===== config.mk =====
export PLATFORM = sky130hd
export DESIGN_NAME = mem_port_arbiter_flat
export DESIGN_NICKNAME = d
export VERILOG_FILES = /design/src/rtl/mem_port_arbiter_if.sv /design/src/rtl/mem_port_arbiter.sv /design/src/flat_wrapper.sv
export SDC_FILE = /design/constraint.sdc
export NUM_CORES = 1
export LEC_CHECK = 0
export CAP_MARGIN = 10
export CORE_MARGIN = 2
export CORE_UTILIZATION = 41
export DETAILED_ROUTE_END_ITERATION = 8
export PLACE_DENSITY = 0.83
export SLEW_MARGIN = 20
export SYNTH_ARGS = -nofsm -noshare
export SYNTH_HDL_FRONTEND = slang
export SYNTH_SLANG_ARGS = --single-unit

===== constraint.sdc =====
create_clock -name clk -period 5.1 [get_ports clk]
set_input_delay 0.51 -clock clk [delete_from_list [all_inputs] [get_ports clk]]
set_output_delay 0.51 -clock clk [all_outputs]
set_load 0.05 [all_outputs]

===== src/rtl/mem_port_arbiter_if.sv =====
// Bundle of requester-side and memory-side signals for the shared memory port.
// The arbiter uses the slave modport. The environment uses the master modport.
interface mem_port_arbiter_if;
   logic        i_read;
   logic [31:0] i_addr;
   logic [31:0] i_rdata;
   logic        i_resp;
   logic        d_read;
   logic        d_write;
   logic [31:0] d_addr;
   logic [31:0] d_wdata;
   logic [3:0]  d_byte_enable;
   logic [31:0] d_rdata;
   logic        d_resp;
   logic        pmem_read;
   logic        pmem_write;
   logic [31:0] pmem_address;
   logic [31:0] pmem_wdata;
   logic [3:0]  pmem_byte_enable;
   logic [31:0] pmem_rdata;
   logic        pmem_resp;

   modport slave (
      input  i_read, i_addr, d_read, d_write, d_addr, d_wdata, d_byte_enable,
             pmem_rdata, pmem_resp,
      output i_rdata, i_resp, d_rdata, d_resp,
             pmem_read, pmem_write, pmem_address, pmem_wdata, pmem_byte_enable
   );

   modport master (
      output i_read, i_addr, d_read, d_write, d_addr, d_wdata, d_byte_enable,
             pmem_rdata, pmem_resp,
      input  i_rdata, i_resp, d_rdata, d_resp,
             pmem_read, pmem_write, pmem_address, pmem_wdata, pmem_byte_enable
   );
endinterface


===== src/rtl/mem_port_arbiter.sv =====
// Shares one memory port between I-fetch and D-access requesters: D has fixed priority,
// and I is forced through after MAX_D_STREAK consecutive D grants while I waits.
module mem_port_arbiter #(
   parameter int MAX_D_STREAK = 4
) (
   input  logic               clk,
   input  logic               rst,
   mem_port_arbiter_if.slave  bus
);

   typedef enum logic [1:0] {IDLE, I_BUSY, D_BUSY, DONE} state_t;

   localparam logic [3:0] STREAK_MAX = 4'(MAX_D_STREAK);

   state_t      r_state;
   state_t      w_next_state;
   logic [3:0]  r_streak;
   logic [3:0]  w_next_streak;
   logic        w_d_req;
   logic        w_grant_d;
   logic        w_grant_i;
   logic        w_mem_done;

   logic        r_read;
   logic        r_write;
   logic [31:0] r_addr;
   logic [31:0] r_wdata;
   logic [3:0]  r_be;
   logic        r_winner_d;
   logic [31:0] r_i_rdata;
   logic [31:0] r_d_rdata;

   always_comb begin
      // NOTE: every signal gets a default first, so no path leaves one unassigned (no latch).
      w_next_state  = r_state;
      w_next_streak = r_streak;
      w_grant_d     = 1'b0;
      w_grant_i     = 1'b0;
      w_mem_done    = 1'b0;
      w_d_req       = bus.d_read | bus.d_write;
      unique case (r_state)
         IDLE: begin
            if (w_d_req && !(bus.i_read && r_streak == STREAK_MAX)) begin
               w_grant_d    = 1'b1;
               w_next_state = D_BUSY;
               if (!bus.i_read)
                  w_next_streak = 4'd0;
               else if (r_streak != STREAK_MAX)
                  w_next_streak = r_streak + 4'd1;
            end else if (bus.i_read) begin
               w_grant_i     = 1'b1;
               w_next_state  = I_BUSY;
               w_next_streak = 4'd0;
            end
         end
         I_BUSY, D_BUSY: begin
            if (bus.pmem_resp) begin
               w_mem_done   = 1'b1;
               w_next_state = DONE;
            end
         end
         DONE:    w_next_state = IDLE;
         default: w_next_state = IDLE;
      endcase
   end

   // NOTE: state is updated with non-blocking assignments; the async reset abandons any transaction.
   always_ff @(posedge clk or posedge rst) begin
      if (rst) begin
         r_state  <= IDLE;
         r_streak <= 4'd0;
      end else begin
         r_state  <= w_next_state;
         r_streak <= w_next_streak;
      end
   end

   // Request register: the pmem bus is driven only from here, so it stays stable while BUSY.
   always_ff @(posedge clk or posedge rst) begin
      if (rst) begin
         r_read     <= 1'b0;
         r_write    <= 1'b0;
         r_addr     <= 32'd0;
         r_wdata    <= 32'd0;
         r_be       <= 4'd0;
         r_winner_d <= 1'b0;
         r_i_rdata  <= 32'd0;
         r_d_rdata  <= 32'd0;
      end else if (w_grant_d) begin
         r_read     <= ~bus.d_write;
         r_write    <= bus.d_write;
         r_addr     <= bus.d_addr;
         r_wdata    <= bus.d_wdata;
         r_be       <= bus.d_byte_enable;
         r_winner_d <= 1'b1;
      end else if (w_grant_i) begin
         r_read     <= 1'b1;
         r_write    <= 1'b0;
         r_addr     <= bus.i_addr;
         r_wdata    <= 32'd0;
         r_be       <= 4'b1111;
         r_winner_d <= 1'b0;
      end else if (w_mem_done) begin
         r_read  <= 1'b0;
         r_write <= 1'b0;
         if (r_state == I_BUSY)
            r_i_rdata <= bus.pmem_rdata;
         else if (r_read)
            r_d_rdata <= bus.pmem_rdata;
      end
   end

   assign bus.pmem_read        = r_read;
   assign bus.pmem_write       = r_write;
   assign bus.pmem_address     = r_addr;
   assign bus.pmem_wdata       = r_wdata;
   assign bus.pmem_byte_enable = r_be;
   assign bus.i_rdata          = r_i_rdata;
   assign bus.d_rdata          = r_d_rdata;
   assign bus.i_resp           = (r_state == DONE) && !r_winner_d;
   assign bus.d_resp           = (r_state == DONE) &&  r_winner_d;

endmodule


===== src/flat_wrapper.sv =====
// flat-port wrapper written by rule: the top's interface ports become plain ports
module mem_port_arbiter_flat 
#(
   parameter int MAX_D_STREAK = 4
)
  (clk, rst, bus_i_read, bus_i_addr, bus_d_read, bus_d_write, bus_d_addr, bus_d_wdata, bus_d_byte_enable, bus_pmem_rdata, bus_pmem_resp, bus_i_rdata, bus_i_resp, bus_d_rdata, bus_d_resp, bus_pmem_read, bus_pmem_write, bus_pmem_address, bus_pmem_wdata, bus_pmem_byte_enable);
  mem_port_arbiter_if bus_i ();
  input  logic clk;
  input  logic rst;
  input wire logic [$bits(bus_i.i_read)-1:0] bus_i_read;
  input wire logic [$bits(bus_i.i_addr)-1:0] bus_i_addr;
  input wire logic [$bits(bus_i.d_read)-1:0] bus_d_read;
  input wire logic [$bits(bus_i.d_write)-1:0] bus_d_write;
  input wire logic [$bits(bus_i.d_addr)-1:0] bus_d_addr;
  input wire logic [$bits(bus_i.d_wdata)-1:0] bus_d_wdata;
  input wire logic [$bits(bus_i.d_byte_enable)-1:0] bus_d_byte_enable;
  input wire logic [$bits(bus_i.pmem_rdata)-1:0] bus_pmem_rdata;
  input wire logic [$bits(bus_i.pmem_resp)-1:0] bus_pmem_resp;
  output wire logic [$bits(bus_i.i_rdata)-1:0] bus_i_rdata;
  output wire logic [$bits(bus_i.i_resp)-1:0] bus_i_resp;
  output wire logic [$bits(bus_i.d_rdata)-1:0] bus_d_rdata;
  output wire logic [$bits(bus_i.d_resp)-1:0] bus_d_resp;
  output wire logic [$bits(bus_i.pmem_read)-1:0] bus_pmem_read;
  output wire logic [$bits(bus_i.pmem_write)-1:0] bus_pmem_write;
  output wire logic [$bits(bus_i.pmem_address)-1:0] bus_pmem_address;
  output wire logic [$bits(bus_i.pmem_wdata)-1:0] bus_pmem_wdata;
  output wire logic [$bits(bus_i.pmem_byte_enable)-1:0] bus_pmem_byte_enable;
  assign bus_i.i_read = bus_i_read;
  assign bus_i.i_addr = bus_i_addr;
  assign bus_i.d_read = bus_d_read;
  assign bus_i.d_write = bus_d_write;
  assign bus_i.d_addr = bus_d_addr;
  assign bus_i.d_wdata = bus_d_wdata;
  assign bus_i.d_byte_enable = bus_d_byte_enable;
  assign bus_i.pmem_rdata = bus_pmem_rdata;
  assign bus_i.pmem_resp = bus_pmem_resp;
  assign bus_i_rdata = bus_i.i_rdata;
  assign bus_i_resp = bus_i.i_resp;
  assign bus_d_rdata = bus_i.d_rdata;
  assign bus_d_resp = bus_i.d_resp;
  assign bus_pmem_read = bus_i.pmem_read;
  assign bus_pmem_write = bus_i.pmem_write;
  assign bus_pmem_address = bus_i.pmem_address;
  assign bus_pmem_wdata = bus_i.pmem_wdata;
  assign bus_pmem_byte_enable = bus_i.pmem_byte_enable;
  mem_port_arbiter #(.MAX_D_STREAK(MAX_D_STREAK)) u_core (.clk(clk), .rst(rst), .bus(bus_i));
endmodule

---- Word level (Yosys, flattened, before mapping) ----
Cells that the tools add are included.
word-level totals
  bits of input ports ..................... 138
  logic and storage cells ................. 67
  output and inout bits ................... 136
  flip-flop bits (word level) ............. 141
operators by class
  bitwise gates (word level) .............. 5
  $add $sub $neg .......................... 1
  reduce and logical (&&, ||, !) cells .... 15
  muxes and demuxes ....................... 28
  eq/ne operators ......................... 8
operators by type and width
  cell                                                              count
  32-bit two-way mux                                                4
  4-bit two-way mux                                                 6
  1-bit two-way mux                                                 14
  2-bit two-way mux                                                 3
  2-bit case mux with 3 select lines                                1
  5-bit AND reduction                                               1
  4-bit by 1-bit adder with 4-bit output (second input constant)    1
  2-bit == test (second input constant)                             2
  4-bit by 3-bit == test with 1-bit output (second input constant)  1
  1-bit logical AND                                                 4
  4-bit by 3-bit != test with 1-bit output (second input constant)  1
  1-bit NOT                                                         4
  4-bit AND reduction                                               1
  2-bit nonzero test                                                2
  3-bit by 2-bit != test with 1-bit output (second input constant)  1
  3-bit != test (second input constant)                             1
  3-bit AND reduction                                               1
  3-bit nonzero test                                                1
  2-bit by 1-bit == test with 1-bit output (second input constant)  1
  1-bit logical NOT                                                 2
  2-bit logical NOT                                                 1
  2-bit != test (second input constant)                             1
  2-bit AND reduction                                               1
  2-bit OR reduction                                                1
  1-bit OR                                                          1

---- Longest topological paths before layout ----
Gate-level depths: netlist (run 1).
  word-level depth ........................ 8
  depth in mapped cells ................... 8
  depth with buffers taken out ............ 5

---- Worst setup path before layout (run 1) ----
No wires, ideal clock.
  path type ............................... input to register
  start point ............................. input port bus_d_write
  end point ............................... register u_core.r_d_rdata[10], in the netlist u_core.bus.d_rdata[10]
  data arrival time ....................... 1.973 ns
  stages on the path ...................... 6
  setup slack ............................. 3.002 ns
  data required time ...................... 4.975 ns
  buffers on the path ..................... 3
  path through ............................ clkbuf_2 -> o31a_1 -> buf_6 -> nor4b_4 -> buf_6 -> mux2_2
between the ends
  cells in the longest elaborated chain, start to end .. 6
  elaborated cells on any way between the ends .. 9
  classes of those cells .................. mux (4); bitwise (3); reduce/logical (2)
ends and longest elaborated chain
  what                                    RTL line                 source
  from (decl)                             flat_wrapper.sv:13       input wire logic [$bits(bus_i.d_write)-1:0] bus_d_write;
  1-bit OR *                              mem_port_arbiter.sv:40   w_d_req = bus.d_read | bus.d_write;
  1-bit logical AND *                     mem_port_arbiter.sv:43   if (w_d_req && !(bus.i_read && r_streak == STREAK_MAX)) begin
  1-bit two-way mux                       mem_port_arbiter.sv:43
  1-bit two-way mux                       mem_port_arbiter.sv:41   unique case (r_state)
  1-bit NOT (no source line)              n/a
  5-bit AND reduction (no source line) *  n/a
  to (signal assigned)                    mem_port_arbiter.sv:109  r_d_rdata <= bus.pmem_rdata;
  to (decl)                               mem_port_arbiter.sv:31   logic [31:0] r_d_rdata;
Every way passes the cells marked *; elsewhere a longest branch is shown, timed or not.
A chain may end at the register's enable or synchronous reset.

---- Worst setup path in the final report (run 1) ----
  start point ............................. input port bus_d_write
  end point ............................... register u_core.r_d_rdata[12], in the netlist u_core.bus.d_rdata[12]
Same word-level chain as after synthesis.

==> results of run 1 <==
==> layout make-up <==
type / instances / area [um^2] / share of cell area, %
multi-input combinational: 276 / 2100 / 22.7
tap: 180 / 225 / 2.42
clock inverter: 9 / 131 / 1.41
sequential: 141 / 3530 / 38.0
inverter: 6 / 27.5 / 0.296
clock buffer: 23 / 488 / 5.25
timing repair buffer: 280 / 2790 / 30.0
==> per-layer routing <==
metal | track usage (%) | vias to the layer above | routed length, um
li1 | - | 2208 | -
met1 | 24.6 | 2338 | 6440
met2 | 39.0 | 216 | 8510
met3 | 7.75 | 25 | 1510
met4 | 8.03 | 0 | 310
met5 | 0 | - | 0
==> worst paths after layout <==
check | cells past startpoint | from | to | slack (ns)
worst max register to register | 6 | u_core.r_state[1]$_DFFE_PP0P_ | u_core.bus.d_rdata[25]$_DFFE_PP0P_ | 2.53
max in group asynchronous | 3 | rst | u_core.bus.pmem_address[10]$_DFFE_PP0P_ | 3.30
worst min-delay path | 2 | u_core.bus.pmem_address[18]$_DFFE_PP0P_ | u_core.bus.pmem_address[18]$_DFFE_PP0P_ | 0.48
min in group asynchronous | 2 | rst | u_core.bus.i_rdata[29]$_DFFE_PP0P_ | 0.64
worst min register to register | 2 | u_core.bus.pmem_address[18]$_DFFE_PP0P_ | u_core.bus.pmem_address[18]$_DFFE_PP0P_ | 0.48
worst max-delay path | 5 | bus_d_write | u_core.bus.d_rdata[12]$_DFFE_PP0P_ | 2.40
==> cells in the final DEF (no fill, tap or decap), types with 2 or more instances in the layout <==
cell type	instances
buf_4	7
mux2_1	8
nor2b_1	2
o22a_1	4
clkinv_2	3
ha_1	5
inv_1	5
nand2b_1	2
a22o_1	32
a21oi_1	35
inv_6	2
bufinv_16	3
clkbuf_1	2
o21ai_0	35
mux2_2	56
clkdlybuf4s50_1	273
nand2_1	39
clkbuf_8	4
clkinv_4	2
nand3b_1	2
dfrtp_1	141
o31ai_1	33
clkbuf_16	17
==> synthesized netlist by cell type (5+ instances only) <==
cell,instances,share of area [%]
mux2_1,8,1.6
ha_1,5,1.1
inv_1,6,0.39
clkbuf_1,28,1.8
a22o_1,32,4.8
nand2_1,39,2.5
a21oi_1,35,3.0
mux2_2,56,11
o21ai_0,35,3.0
o31ai_1,34,4.4
dfrtp_1,141,61
==> cells by family after synthesis <==
group / share of synthesized area (%)
compound gates: 17.4
flops: 60.7
mux: 12.4
simple gates: 4.84
fa+ha+maj: 1.08
buf+inv: 3.53
==> flip-flops by register name (all words and copies together) (netlist names) <==
signal                       flops
u_core.bus.d_rdata              32
u_core.bus.i_rdata              32
u_core.bus.pmem_address         32
u_core.bus.pmem_byte_enable      4
u_core.bus.pmem_read             1
u_core.bus.pmem_wdata           32
u_core.bus.pmem_write            1
u_core.r_state                   2
u_core.r_streak                  4
u_core.r_winner_d                1
==> worst max-delay path, delay by kind of cell <==
kind | cells | cell delay [ns]
buffers and inverters | 2 | 1.01
AOI/OAI and AO/OA | 1 | 0.72
muxes | 1 | 0.40
and+or+nand+nor | 1 | 0.34
==> power groups by stage <==
stage / Combinational (uW) / Clock (uW) / Sequential [uW]
floorplan: 1030 / 0 / 3690
global placement: 4110 / 0 / 1940
detailed placement: 4190 / 0 / 1970
CTS: 4210 / 1300 / 1960
global route: 4390 / 1350 / 2010
finish: 4180 / 1270 / 1950
==> stage by stage <==
| step | setup WS (ns) | total power (uW) | hold slack (ns) | area, um^2 | std cells |
|---|---|---|---|---|---|
| after detailed placement | 1.98 | 6160 | 0.470 | 8670 | 883 |
| final | 2.40 | 7410 | 0.481 | 9290 | 915 |
| after global routing | 2.28 | 7750 | 0.501 | 9290 | 915 |
| after floorplan | 0.809 | 4710 | 0.462 | 5810 | 460 |
| after global placement | 2.05 | 6060 | 0.464 | 8670 | 883 |
| after CTS | 2.35 | 7460 | 0.484 | 9290 | 915 |
==> results.yml, run 1 <==
timing:
  max_freq_mhz: 370
  fin_skew_ns: 0.00647
  slew_violations: 0
  layout_min_cycle_time_ns: 2.70
  period_share_pct: 53.0
  rsz0062_at_grt: "no"
  finalHoldViolations: 0
  worst_slew_pin_slew_ns: 0.944
  relSlewSlack_pct: 37.1
  final.setup.tns_ns: 0
  setup_viol: 0
power:
  leakage_uw: 0.00393
  power.internal_uw: 3960
  power.density_nw_per_um2: 797
  max-vdd-ir-drop_uv: 352
  seqPwrFrac_pct: 26.4
  switching_power_uw: 3450
  power.share.clock_pct: 17.2
  power_frac_comb_pct: 56.4
  switching_share_pct: 46.6
global_route:
  grt_pass1_vias: 4937
  grt_pass1_wl_um: 25400
  grt_antenna_before_repair: 0
  grtUsageTotal_pct: 22.1
  grt-ovfl-total: 0
  grt_max_degree: 97
die:
  design.die.area_um2: 15100
  die_y_um: 123
  fp.coreArea_um2: 13900
  rows: 43
  die_x_um: 123
  ios: 274
  start_util_pct: 41.9
setup_path:
  cp_cell_sequence: "clkdlybuf4s50_1 > o31a_2 > nor4b_4 > buf_4 > mux2_2"
  critPathKind: "primary input to flip-flop"
  cp-end-kind: "flip-flop"
  worst_setup_path_start_kind: "primary input"
  crit_fanout: 43
  crit_arrival_ns: 2.99
  crit_path_top_delay_cell: "o31a_2"
  critPathRequiredTime_ns: 5.39
  timing.critical_path.slowest_cell_delay_ns: 0.72
synth:
  syn_area_per_cell_um2: 12.6
  synthFlopType: "dfrtp_1"
  syn-cell-area_um2: 5810
  syn_nets: 603
  yosysUniqueCellTypes: 39
  synth-edff-count: 0
  ys_seq_area_share_pct: 60.7
  syn_inst: 460
  yosys_warnings: 0
  ys_seq_elements: 141
  synthArstFlopShare_pct: 100
route:
  first_pass_iters: 4
  routedWlPerCell_um: 18.3
  routed_wl_um: 16800
  drc_errors: 0
  ant_nets: 0
  via_count: 4787
  detail_route.vias_per_cell: 5.23
  drt-initial-drc-count: 243
layout:
  syn_to_final_growth_pct: 59.8
  num-nets-final: 865
  num_antenna_cells: 0
  fill_cells: 988
  drive_gt1_share_pct: 13.9
  finish.utilization_pct: 66.9
clock_network:
  cts_tree: "done"
  cts.sinks: 141
  clk_path_buf_depth: 2
  cts_resized: 0
  clkTransAtPathRegs_ns: 0.06
  root_buffer: "clkbuf_16"
  htree_levels: 4
  hold_buffers: 0
  postCtsSetupRepairBufs: 0
  clkLatencyLatePin_ns: 0.42
  numCtsBuffers: 17
placed_design:
  place_hpwl_um: 12000
  gp_congestion: 0.749
  io_buffers: 273
worst_hold_path:
  hold_path_class: "flip-flop to flip-flop"
run_status:
  status: "finished, final reports clean"
flow_run:
  cap_violations: 0
(Power assumes the default switching activity.)
==> run 2: changes to the inputs <==
CORE_UTILIZATION = 37   (was 41)
PLACE_DENSITY = 0.79   (was 0.83)
clock period = 2.3 ns   (was 5.1 ns; I/O delays follow)
==> results.yml, run 2 (same netlist as run 1, synthesis figures left out) <==
worst_hold_path:
  hold_path_class: "primary input to async pin"
setup_path:
  worst_setup_path_start_kind: "flip-flop"
  critPathRequiredTime_ns: 2.07
  crit_path_top_delay_cell: "clkdlybuf4s50_1"
  crit_arrival_ns: 2.00
  critPathKind: "flip-flop to output port"
  cp-end-kind: "output port"
  timing.critical_path.slowest_cell_delay_ns: 0.83
  crit_family: "buffers and inverters"
  crit_fanout: 4
  cp_cell_sequence: "ha_1 > nor2b_1 > clkdlybuf4s50_1"
  critical_path_buf_inv_count: 1
placed_design:
  placed_area_um2: 8870
  io_buffers: 273
  place_hpwl_um: 12300
  gp_congestion: 0.784
route:
  drt-initial-drc-count: 250
  top_layer_used: "met4"
  drc_errors: 0
  routed_wl_um: 16700
  wl_met2_um: 8330
  wl_met3_um: 1330
  drt-met1-wl_um: 6870
  first_pass_iters: 4
  detail_route.vias_per_cell: 5.12
  ant_nets: 0
  via_count: 4887
  routedWlPerCell_um: 17.5
die:
  start_util_pct: 38.1
  fp.coreArea_um2: 15300
  die_y_um: 129
  die_x_um: 129
  design.die.area_um2: 16700
  ios: 274
  rows: 45
timing:
  worst_slew_pin_slew_ns: 0.558
  fin_skew_ns: 0.00723
  finalHoldViolations: 0
  layout_min_cycle_time_ns: 2.23
  relSlewSlack_pct: 62.7
  period_share_pct: 96.8
  max_freq_mhz: 449
  final.setup.tns_ns: 0
  setup_viol: 0
  rsz0062_at_grt: "no"
  slew_violations: 0
clock_network:
  cts_tree: "done"
  htree_levels: 4
  hold_buffers: 0
  root_buffer: "clkbuf_16"
  numCtsBuffers: 17
  clkLatencyLatePin_ns: 0.41
  cts_resized: 0
  postCtsSetupRepairBufs: 0
  clkTransAtPathRegs_ns: 0.06
  clk_path_buf_depth: 2
  cts.sinks: 141
global_route:
  grt_max_degree: 86
  grt-ovfl-total: 0
  grtUsageTotal_pct: 19.9
  grt_antenna_before_repair: 0
  grt_pass1_wl_um: 25900
  grt_pass1_vias: 4956
run_status:
  status: "finished, final reports clean"
power:
  switching_power_uw: 7680
  max-vdd-ir-drop_uv: 751
  power.share.clock_pct: 16.3
  switching_share_pct: 47.0
  seqPwrFrac_pct: 26.4
  leakage_uw: 0.00397
  power.internal_uw: 8670
  power.density_nw_per_um2: 1730
  power_frac_comb_pct: 57.3
layout:
  final_cell_mix: "clkdlybuf4s50_1, dfrtp_1, mux2_2"
  finish.utilization_pct: 61.9
  drive_gt1_share_pct: 14.9
  num_antenna_cells: 0
  final_common_cell: "clkdlybuf4s50_1"
  num-nets-final: 875
  syn_to_final_growth_pct: 62.6
  fin_area_um2: 9450
flow_run:
  cap_violations: 0
-- run 2: changes by cell type in the layout (fill, tap and decap cells not counted), moves of 2 or more --
cell / delta
clkbuf_8: -3
clkinvlp_4: +4
clkbuf_1: -2
buf_12: +7
buf_4: +3
-- run 2: path summary, 6_finish.rpt --
check | start | endpoint | slack [ns] | cells after the start
max | u_core.r_state[0]$_DFFE_PP0P_ | bus_i_resp | 0.07 | 3
min | rst | u_core.bus.pmem_wdata[18]$_DFFE_PP0P_ | 0.08 | 2
max reg2reg | u_core.r_state[1]$_DFFE_PP0P_ | u_core.bus.d_rdata[20]$_DFFE_PP0P_ | 0.21 | 6
min reg2reg | u_core.bus.pmem_address[22]$_DFFE_PP0P_ | u_core.bus.pmem_address[22]$_DFFE_PP0P_ | 0.48 | 2
max in group asynchronous | rst | u_core.r_winner_d$_DFFE_PP0P_ | 1.57 | 3
min in group clk | bus_d_byte_enable[2] | u_core.bus.pmem_byte_enable[2]$_DFFE_PP0P_ | 0.41 | 2
-- run 2: routing by layer --
| metal | vias up | global-route usage (%) |
|---|---|---|
| li1 | 2231 | - |
| met3 | 19 | 6.03 |
| met4 | 0 | 7.86 |
| met5 | - | 0 |
| met2 | 232 | 33.5 |
| met1 | 2405 | 24.1 |
-- run 2: power by group through the flow --
stage / Sequential [uW] / Combinational (uW) / Clock [uW]
6_report: 4320 / 9370 / 2660
5_1_grt: 4460 / 9830 / 2870
4_1_cts: 4330 / 9440 / 2740
3_5_place_dp: 4350 / 9410 / 0
3_3_place_gp: 4300 / 9240 / 0
2_1_floorplan: 8180 / 2280 / 0
-- run 2: worst register-to-register path, delay by kind of cell, from the launching register on --
family / cells / cell delay, ns
mux: 1 / 0.37
buf+inv: 2 / 0.34
fa+ha+maj: 1 / 0.36
flops: 1 / 0.39
simple gates: 2 / 0.51
-- run 2: area by class of cell --
class | count | area [um^2]
timing repair buffer | 290 | 2950
clock inverter | 13 | 140
sequential | 141 | 3530
tap | 211 | 264
fill | 1179 | 5810
multi-input combinational | 276 | 2100
inverter | 6 | 26.3
clock buffer | 18 | 439
-- run 2: metrics by stage --
step           power, uW  hold slack, ns  instances  setup WS, ns
2_1_floorplan      10500           0.332        460         0.307
6_report           16300          0.0761        955        0.0741
3_3_place_gp       13500           0.465        924         0.161
4_1_cts            16500          0.0531        955        0.0457
5_1_grt            17200          0.0526        955        0.0242
3_5_place_dp       13800           0.474        924         0.123
==> edit (settings of run 1) <==
The 4 states of `state_t` get a Gray code encoding in 2 bits.
--- a/src/rtl/mem_port_arbiter.sv
+++ b/src/rtl/mem_port_arbiter.sv
@@ -10,3 +10,3 @@
 
-   typedef enum logic [1:0] {IDLE, I_BUSY, D_BUSY, DONE} state_t;
+   typedef enum logic [1:0] {IDLE = 2'b00, I_BUSY = 2'b01, D_BUSY = 2'b11, DONE = 2'b10} state_t;
 
Function: no difference found for any inputs over 4 cycles, from zero or initial values and one cycle with rst high; so few cycles prove little.
==> edit against run 1 <==
- area after synthesis increased by 2.9%
- non-clock buffer count decreased by 1
- power increased by 3.3%
- final area increased by 0.75%
- combinational power increased by 4.8%
- wire length decreased by 0.39%
- setup slack improved by 180 ps
- core utilization decreased by 1.8 points
- sequential cell count unchanged
- critical path type is now reg2out
==> edit: results <==
[grt]
grt_pass1_wl_um = 27000
grt_max_degree = 70
grt.total_usage_pct = 21.8
grt_pass1_vias = 5181

[synthesis]
synthDistinctLibCells = 39
synthTopCellsByArea = dfrtp_1 (59%), mux2_2 (12%), a221oi_2 (7.5%)
synth_top_area_share_pct = 59.0
yosysSeqAreaShare_pct = 59.0
synth_nets = 592
synth_common_cells = dfrtp_1 (141), nor2_1 (64), mux2_2 (63), a21oi_1 (33), a22o_1 (32)
yosysWarnings = 0

[layout]
fin_nets = 851
drive_gt1_share_pct = 19.1

[setup_path]
reg2reg_to = u_core.bus.pmem_read
cp_max_fo = 9
reg2reg_slack_ps = 2690
timing.rr.start = u_core.r_state[0]
rr_worst_depth = 3
arrival_ps = 2010

[outcome]
status = finished clean

[clock_network]
cts_buffers = 17
cts_setup_buffers = 0
clockBufferDepth = 2

[min_path]
hp-start = u_core.bus.i_rdata[9]
worstHoldPathCells = 1
min_to = u_core.bus.i_rdata[9]

[place]
routabilityCongestion = 0.747
dp_slack_ps = 2380
dp_hpwl_um = 11700

[power_and_ir_drop]
p_leak_uw = 0.00392
ir_worst_vdd_mv = 0.387

[route]
drt-total-wl_um = 16700
via_count = 4809
met1Wirelength_um = 6820
met3_length_um = 1320
first_iter_violations = 211
wl_met2_um = 8130

[timing]
fin_skew_ps = 6.37
slew_headroom_pct = 30.7
-- edit: logic make-up (layout without fill, tap and decap cells) --
group	Yosys count	after routing	share of synthesized area, %
flip-flops	141	141	59.0
AO/OA/AOI/OAI	111	111	17.1
AND/OR/NAND/NOR	89	89	6.65
multiplexers	65	65	12.2
buffers and inverters	44	316	4.58
adder cells (fa/ha/maj)	2	2	0.418
-- edit: per-stage QoR --
stage	instances	cell area, sq um	hold slack, ps	total power (uW)
3_5_place_dp	876	8750	487	6410
6_report	908	9360	500	7660
5_1_grt	908	9360	510	7990
3_3_place_gp	876	8750	474	6290
4_1_cts	908	9360	501	7710
2_1_floorplan	452	5980	465	4980
-- edit: layout make-up --
| class | instances | area, sq um |
|---|---|---|
| clock buffers | 19 | 443 |
| inverters | 5 | 23.8 |
| flip-flops and latches | 141 | 3530 |
| repair buffers | 279 | 2780 |
| well taps | 184 | 230 |
| fillers | 1072 | 5010 |
| clock inverters | 13 | 164 |
| multi-input cells | 267 | 2190 |
-- edit: power breakdown --
group          internal (uW)  leakage [uW]  switching, uW
Combinational           1560       0.00195           2810
Sequential              1670       0.00167            340
Clock                    786      0.000299            481
Total                   4020       0.00392           3640
-- edit: layer usage --
layer	vias up	global-route usage [%]
li1	2166	-
met1	2390	26.6
met2	221	35.8
met3	32	7.56
met4	0	8.06
met5	-	0
-- edit: worst max path at each step --
| stage | startpoint | to | slack (ps) | depth (start not counted) |
|---|---|---|---|---|
| after floorplan | rst | u_core.bus.d_rdata[0] | 810 | 1 |
| final | u_core.r_state[1] | bus_i_resp | 2580 | 2 |
| after global routing | u_core.r_state[1] | bus_i_resp | 2480 | 2 |
| after global placement | u_core.r_state[0] | u_core.bus.pmem_read | 2410 | 3 |
| after detailed placement | bus_pmem_resp | u_core.bus.i_rdata[7] | 2380 | 5 |
| after CTS | u_core.r_state[1] | bus_i_resp | 2580 | 2 |
-- edit: critical path: stages (launching register included) --
cell and delay [ps]:
dfrtp_1 530, nor3b_1 220, clkdlybuf4s50_1 850
